`config.mk`:
```
export PLATFORM = sky130hd
export DESIGN_NAME = lut_sxx_frac_chain
export DESIGN_NICKNAME = d
export VERILOG_FILES = /design/src/rtl/clb_lut_pkg.sv /design/src/rtl/lut_frac_stage.sv /design/src/rtl/lut_sxx_frac_chain.sv
export SDC_FILE = /design/constraint.sdc
export NUM_CORES = 1
export LEC_CHECK = 0
export ABC_AREA = 1
export CORE_MARGIN = 4
export CORE_UTILIZATION = 59
export CTS_CLUSTER_SIZE = 40
export DETAILED_ROUTE_END_ITERATION = 7
export PLACE_DENSITY = 0.79
export REMOVE_ABC_BUFFERS = 1
export SYNTH_ARGS = -nofsm -noshare
export SYNTH_HDL_FRONTEND = slang
export SYNTH_SLANG_ARGS = --single-unit
```
`constraint.sdc`:
```
create_clock -name clk -period 1.7 [get_ports clk]
set_input_delay 0.17 -clock clk [delete_from_list [all_inputs] [get_ports clk]]
set_output_delay 0.17 -clock clk [all_outputs]
set_load 0.02 [all_outputs]
```
`src/rtl/clb_lut_pkg.sv`:
```
// Shared definitions for the fracturable LUT chain: load FSM states and
// helpers that derive frame/fracture geometry from the LUT parameters.
package clb_lut_pkg;

    typedef enum logic [1:0] {
        IDLE   = 2'd0,
        LOAD   = 2'd1,
        COMMIT = 2'd2
    } load_state_e;

    // Total serial configuration bits: truth table plus split bit per stage.
    function automatic int frame_bits(input int inputs, input int stages);
        return stages * ((2 ** inputs) + 1);
    endfunction

    // Number of sub-LUTs a stage is fractured into.
    function automatic int sub_luts(input int fracturing);
        return 2 ** (fracturing - 1);
    endfunction

    // Address bits seen by each sub-LUT.
    function automatic int seg_width(input int inputs, input int fracturing);
        return inputs - fracturing + 1;
    endfunction

    // Truth-table bits owned by each sub-LUT.
    function automatic int seg_size(input int inputs, input int fracturing);
        return 2 ** seg_width(inputs, fracturing);
    endfunction

endpackage

```
`src/rtl/lut_frac_stage.sv`:
```
// One fracturable LUT stage: purely combinational lookup of a MEM_SIZE-bit
// truth table, giving the full output plus SUB independent sub-LUT outputs.
module lut_frac_stage
    import clb_lut_pkg::*;
#(
    parameter  int INPUTS     = 4,
    parameter  int FRACTURING = 2,
    localparam int MEM_SIZE   = 2 ** INPUTS,
    localparam int SUB        = sub_luts(FRACTURING)
) (
    input  logic [MEM_SIZE-1:0] mem_i,
    input  logic [INPUTS-1:0]   addr_i,
    output logic [SUB-1:0]      sub_o,
    output logic                full_o
);

    localparam int W   = seg_width(INPUTS, FRACTURING);
    localparam int SEG = seg_size(INPUTS, FRACTURING);

    // Full output looks up the whole table with every address bit.
    assign full_o = mem_i[addr_i];

    // Sub-LUT i owns table segment i and sees only the low W address bits.
    for (genvar i = 0; i < SUB; i++) begin : g_sub
        logic [INPUTS-1:0] idx;
        assign idx      = INPUTS'(i * SEG) + INPUTS'(addr_i[W-1:0]);
        assign sub_o[i] = mem_i[idx];
    end

endmodule

```
`src/rtl/lut_sxx_frac_chain.sv`:
```
// Chain of STAGES fracturable LUT stages with a serial, atomically committed
// configuration frame. Each stage k>0 takes its top address bit either from
// the previous stage's full output (chained) or from addr (split).
// Optional feature macro: LUT_OUT_REG_EN registers every out bit on clk.
module lut_sxx_frac_chain
    import clb_lut_pkg::*;
#(
    parameter  int INPUTS     = 4,
    parameter  int FRACTURING = 2,
    parameter  int STAGES     = 2,
    localparam int MEM_SIZE   = 2 ** INPUTS,
    localparam int SUB        = sub_luts(FRACTURING)
) (
    input  logic                         clk,
    input  logic                         rst_n,
    input  logic [STAGES*INPUTS-1:0]     addr,
    output logic [STAGES*(SUB+1)-1:0]    out,
    input  logic                         config_en,
    input  logic                         config_in,
    output logic                         config_ready,
    output logic                         cfg_done
);

    localparam int FRAME  = frame_bits(INPUTS, STAGES);
    localparam int STRIDE = MEM_SIZE + 1;
    localparam int CNT_W  = (FRAME > 1) ? $clog2(FRAME) : 1;
    localparam logic [CNT_W-1:0] LAST = CNT_W'(FRAME - 1);

    load_state_e                 state_q, state_d;
    logic [CNT_W-1:0]            cnt_q, cnt_d;
    logic [FRAME-1:0]            shadow_q, shadow_d;
    logic [FRAME-1:0]            active_q, active_d;
    logic                        accept;
    logic [STAGES*(SUB+1)-1:0]   out_d;

    // The loader only stalls for the single commit cycle.
    assign config_ready = (state_q != COMMIT);
    assign cfg_done     = (state_q == COMMIT);
    assign accept       = config_en & config_ready;

    // Load FSM: shift bits into the shadow frame, then copy it to active.
    always_comb begin
        // NOTE: every target gets a default first so no path leaves a latch.
        state_d  = state_q;
        cnt_d    = cnt_q;
        shadow_d = shadow_q;
        active_d = active_q;
        unique case (state_q)
            IDLE, LOAD: begin
                // IDLE always sits at counter 0, so both states share one path.
                if (accept) begin
                    shadow_d[cnt_q] = config_in;
                    if (cnt_q == LAST) begin
                        state_d = COMMIT;
                        cnt_d   = '0;
                    end else begin
                        state_d = LOAD;
                        cnt_d   = cnt_q + CNT_W'(1);
                    end
                end
            end
            COMMIT: begin
                active_d = shadow_q;
                cnt_d    = '0;
                state_d  = IDLE;
            end
            default: begin
                state_d = IDLE;
                cnt_d   = '0;
            end
        endcase
    end

    // Loader and frame registers.
    always_ff @(posedge clk or negedge rst_n) begin
        if (!rst_n) begin
            state_q  <= IDLE;
            cnt_q    <= '0;
            // NOTE: the frames are flops, not a RAM; clearing them gives
            // all-zero tables and chained mode straight out of reset.
            shadow_q <= '0;
            active_q <= '0;
        end else begin
            // NOTE: non-blocking so every register samples pre-edge values.
            state_q  <= state_d;
            cnt_q    <= cnt_d;
            shadow_q <= shadow_d;
            active_q <= active_d;
        end
    end

    // Stage lookups; the chain from stage k-1 to stage k is combinational.
    for (genvar k = 0; k < STAGES; k++) begin : g_stage
        logic [INPUTS-1:0]   stage_addr;
        logic [MEM_SIZE-1:0] mem;
        logic [SUB-1:0]      sub;
        logic                full;

        assign mem = active_q[k*STRIDE +: MEM_SIZE];

        if (k == 0) begin : g_first
            // Stage 0 has no predecessor, so its split bit is stored but unused.
            logic unused_split0;
            assign unused_split0 = active_q[MEM_SIZE];
            assign stage_addr    = addr[INPUTS-1:0];
        end else begin : g_next
            logic top;
            assign top        = active_q[k*STRIDE + MEM_SIZE]
                              ? addr[k*INPUTS + INPUTS - 1]
                              : g_stage[k-1].full;
            assign stage_addr = {top, addr[k*INPUTS +: INPUTS-1]};
        end

        lut_frac_stage #(
            .INPUTS     (INPUTS),
            .FRACTURING (FRACTURING)
        ) u_stage (
            .mem_i  (mem),
            .addr_i (stage_addr),
            .sub_o  (sub),
            .full_o (full)
        );

        assign out_d[k*(SUB+1) +: SUB+1] = {full, sub};
    end

`ifdef LUT_OUT_REG_EN
    // Registered port: one cycle after addr or commit.
    always_ff @(posedge clk or negedge rst_n) begin
        if (!rst_n) begin
            out <= '0;
        end else begin
            out <= out_d;
        end
    end
`else
    assign out = out_d;
`endif

endmodule

```
==> results_dict.tcl <==
set metrics [dict create \
    dp_hpwl_mm 5.20 \
    ant_nets 0 \
    antenna_cells 0 \
    drcViolationCount 0 \
    p_int_w 0.00389 \
    switching_share_pct 30.9 \
    clock_path_buffers 2 \
    vias 2990 \
    slowest_stage "dfrtp_1" \
    wl_per_cell_um 16.6 \
    cts_tree "yes" \
    period_share_pct 101 \
    insertion_delay_ns 0.35 \
    cts.clk_slew.worst_paths_ns 0.08 \
    track_usage_pct 24.0 \
    mostFrequentLayoutCells "nand2_1, dfrtp_1, a21oi_1" \
    mostFrequentLayoutCell "nand2_1" \
    arrival_ns 1.55 \
    combPwrFrac_pct 22.7 \
    pwr_density_cell_nw_per_um2 1340 \
    ys_seq_elements 74 \
    rsz0062_at_grt "true" \
    synth_area_leaders "dfrtp_1, nand2_1, a31oi_1, a21oi_1, o21ai_0" \
    syn_avg_cell_area_um2 8.76 \
    area_delta_synth_final_pct 21.7 \
    slowest_delay_ns 0.37 \
    yosysTopAreaCell "dfrtp_1" \
    syn_area_um2 3450 \
    htreeDepth 3 \
    r2r-start "state_q[1]" \
    seq_area_frac_synth_pct 53.6 \
    cts_sinks 74 \
    final_nets 449 \
    cts_inserted_buffers 9 \
    max_slew.worst_pin.slew_ns 0.599 \
    path_cells "inv_1, nand2_1, nand3_2, nand3_1, nand3_1, nand2_1, nand2_1, nand3_2, nand2_2, buf_6" \
    final_util_pct 74.9 \
    fmax_ghz 0.581 \
    die_w_um 84.5 \
    cp_max_fo 2 \
    finalSetupViolations 1 \
    status "finished with violations" \
    grt_pass1_vias 2796 \
    violations "negative setup slack" \
    crit_top_cell "nand2_1" \
    use_met3_pct 3.43 \
    drive_above_1_share_pct 20.0 \
    synth-edff-count 0 \
    ys.flop_type "dfrtp_1" \
    grt_max_degree 47 \
    fin_skew_ns 0.00846 \
    grt_pass1_wl_mm 13.6 \
    dieArea_um2 7140 \
    layout_setup_ws_ns -0.0220 \
    gr-usage-met1_pct 34.3 \
    pin_count 20 \
    relSlewSlack_pct 60.1 \
    drtIter0Drc 242 \
    portBuffers 19 \
    globalplace.congestion 0.814 \
    end_kind "primary output" \
    grtUsageMet2_pct 36.1 \
    grt-busiest-layer "met2" \
    clock_tree.root_cell "clkbuf_8" \
    hold_violations 0 \
    initial_core_util_pct 61.6 \
    antenna_found_initial 0 \
    min_path_type "in -> async" \
    cp_top_family "simple AND/OR/NAND/NOR gates" \
    ys_types 27 \
    routed_wl_mm 8.50 \
    p_total_w 0.00564 \
    period_needed_ns 1.72 \
    core_um2 5610 \
    critPathLaunchType "flop" \
    crit_buf_inv 2 \
    power_frac_seq_pct 43.2 \
    viasPerCell 5.84 \
    dieHeight_um 84.5 \
    netlist_instances 394 \
    startpoint "active_q[0]" \
    drt_pass1_iterations 5 \
    critPathKind "reg -> out" \
    power.switching_w 0.00174 \
    clock_power_share_pct 34.1 \
    grt-ovfl-total 0 \
    p_leak_nw 2.10 \
    yosysWarnings 0 \
    cap_violations 0 \
    rows 27 \
    synthArstFlopShare_pct 100 \
    crit_required_ns 1.53 \
    slew_viol_final 0 \
    synth_top_area_share_pct 53.6 \
    peakVddDrop_mv 0.964 \
]
cells in the mapped netlist, drive strengths merged (3+ instances only):
| cell type | instances |
|---|---|
| a21oi | 31 |
| a31oi | 30 |
| buf | 12 |
| clkbuf | 8 |
| dfrtp | 74 |
| inv | 31 |
| nand2 | 113 |
| nand3 | 22 |
| nor2 | 21 |
| nor3 | 9 |
| o21ai | 29 |
| o22ai | 5 |
| xor2 | 3 |
routing by layer:
metal | up-vias | share of wire, % | routed length [um]
li1 | 1398 | - | -
met4 | 0 | 3.0 | 258
met1 | 1446 | 44 | 3730
met5 | - | 0 | 0
met2 | 121 | 48 | 4070
met3 | 25 | 5.2 | 440
power groups by stage:
stage / Sequential (W) / Combinational, W / Clock, W
3_3_place_gp: 0.00242 / 0.00117 / 0
2_1_floorplan: 0.00236 / 0.000851 / 0
4_1_cts: 0.00242 / 0.00123 / 0.00193
5_1_grt: 0.00248 / 0.00142 / 0.00201
6_report: 0.00244 / 0.00128 / 0.00192
3_5_place_dp: 0.00244 / 0.00121 / 0
kinds of logic after synthesis:
family          share of synthesized area (%)
simple gates                             22.7
xor+xnor                                 1.01
flops                                    53.6
fa+ha+maj                               0.725
compound gates                           15.0
buf+inv                                  6.88
sequential cells by signal, indices dropped and copies added, names as in the netlist:
| register | count |
|---|---|
| shadow_q | 33 |
| cnt_q | 6 |
| active_q | 33 |
| state_q | 2 |
cell type report:
cell class / count / area (um^2)
inverter: 31 / 119
sequential: 74 / 1850
tap: 72 / 90.1
clock inverter: 5 / 150
multi-input combinational: 270 / 1430
clock buffer: 11 / 131
fill: 394 / 1410
timing repair buffer: 49 / 425
per-stage QoR:
step | worst slack, ns | cells | setup TNS [ns] | instance area [um^2] | hold WS (ns)
6_report | -0.0220 | 512 | -0.0220 | 4200 | 0.360
5_1_grt | -0.137 | 512 | -0.138 | 4200 | 0.413
4_1_cts | 0.0000301 | 504 | 0 | 4090 | 0.370
3_5_place_dp | -0.615 | 487 | -2.35 | 3800 | 0.207
3_3_place_gp | -0.553 | 487 | -2.16 | 3800 | 0.199
2_1_floorplan | -0.0852 | 374 | -1.53 | 3330 | -0.126
worst reg2reg max path: stages, from the launching register on:
cell and delay [ns]:
dfrtp_1 0.45, nand2_4 0.15, nand2_2 0.09, nor2_4 0.16
inv_4 0.14, nor2_8 0.20, buf_4 0.14, a21oi_1 0.05
a31oi_1 0.14
what timing repair did:
item | in CTS | in global routing
resized for setup | 32 | 25
endpoints found under the hold margin | 21 | 0
hold buffers | 1 | 0
cloned | 0 | 1
pin swaps | 1 | 13
endpoints found under the setup margin | 8 | 27
setup buffers | 0 | 7
final timing paths:
path                       cells after the start  slack [ns]           end
min in group clk                               2        0.48  active_q[27]
min reg2reg                                    2        0.48  active_q[27]
min                                            2        0.36    state_q[1]
max in group asynchronous                      3        0.75  shadow_q[32]
max                                           10       -0.02        out[5]
max reg2reg                                    8        0.11  shadow_q[29]
(Power assumes the default switching activity.)
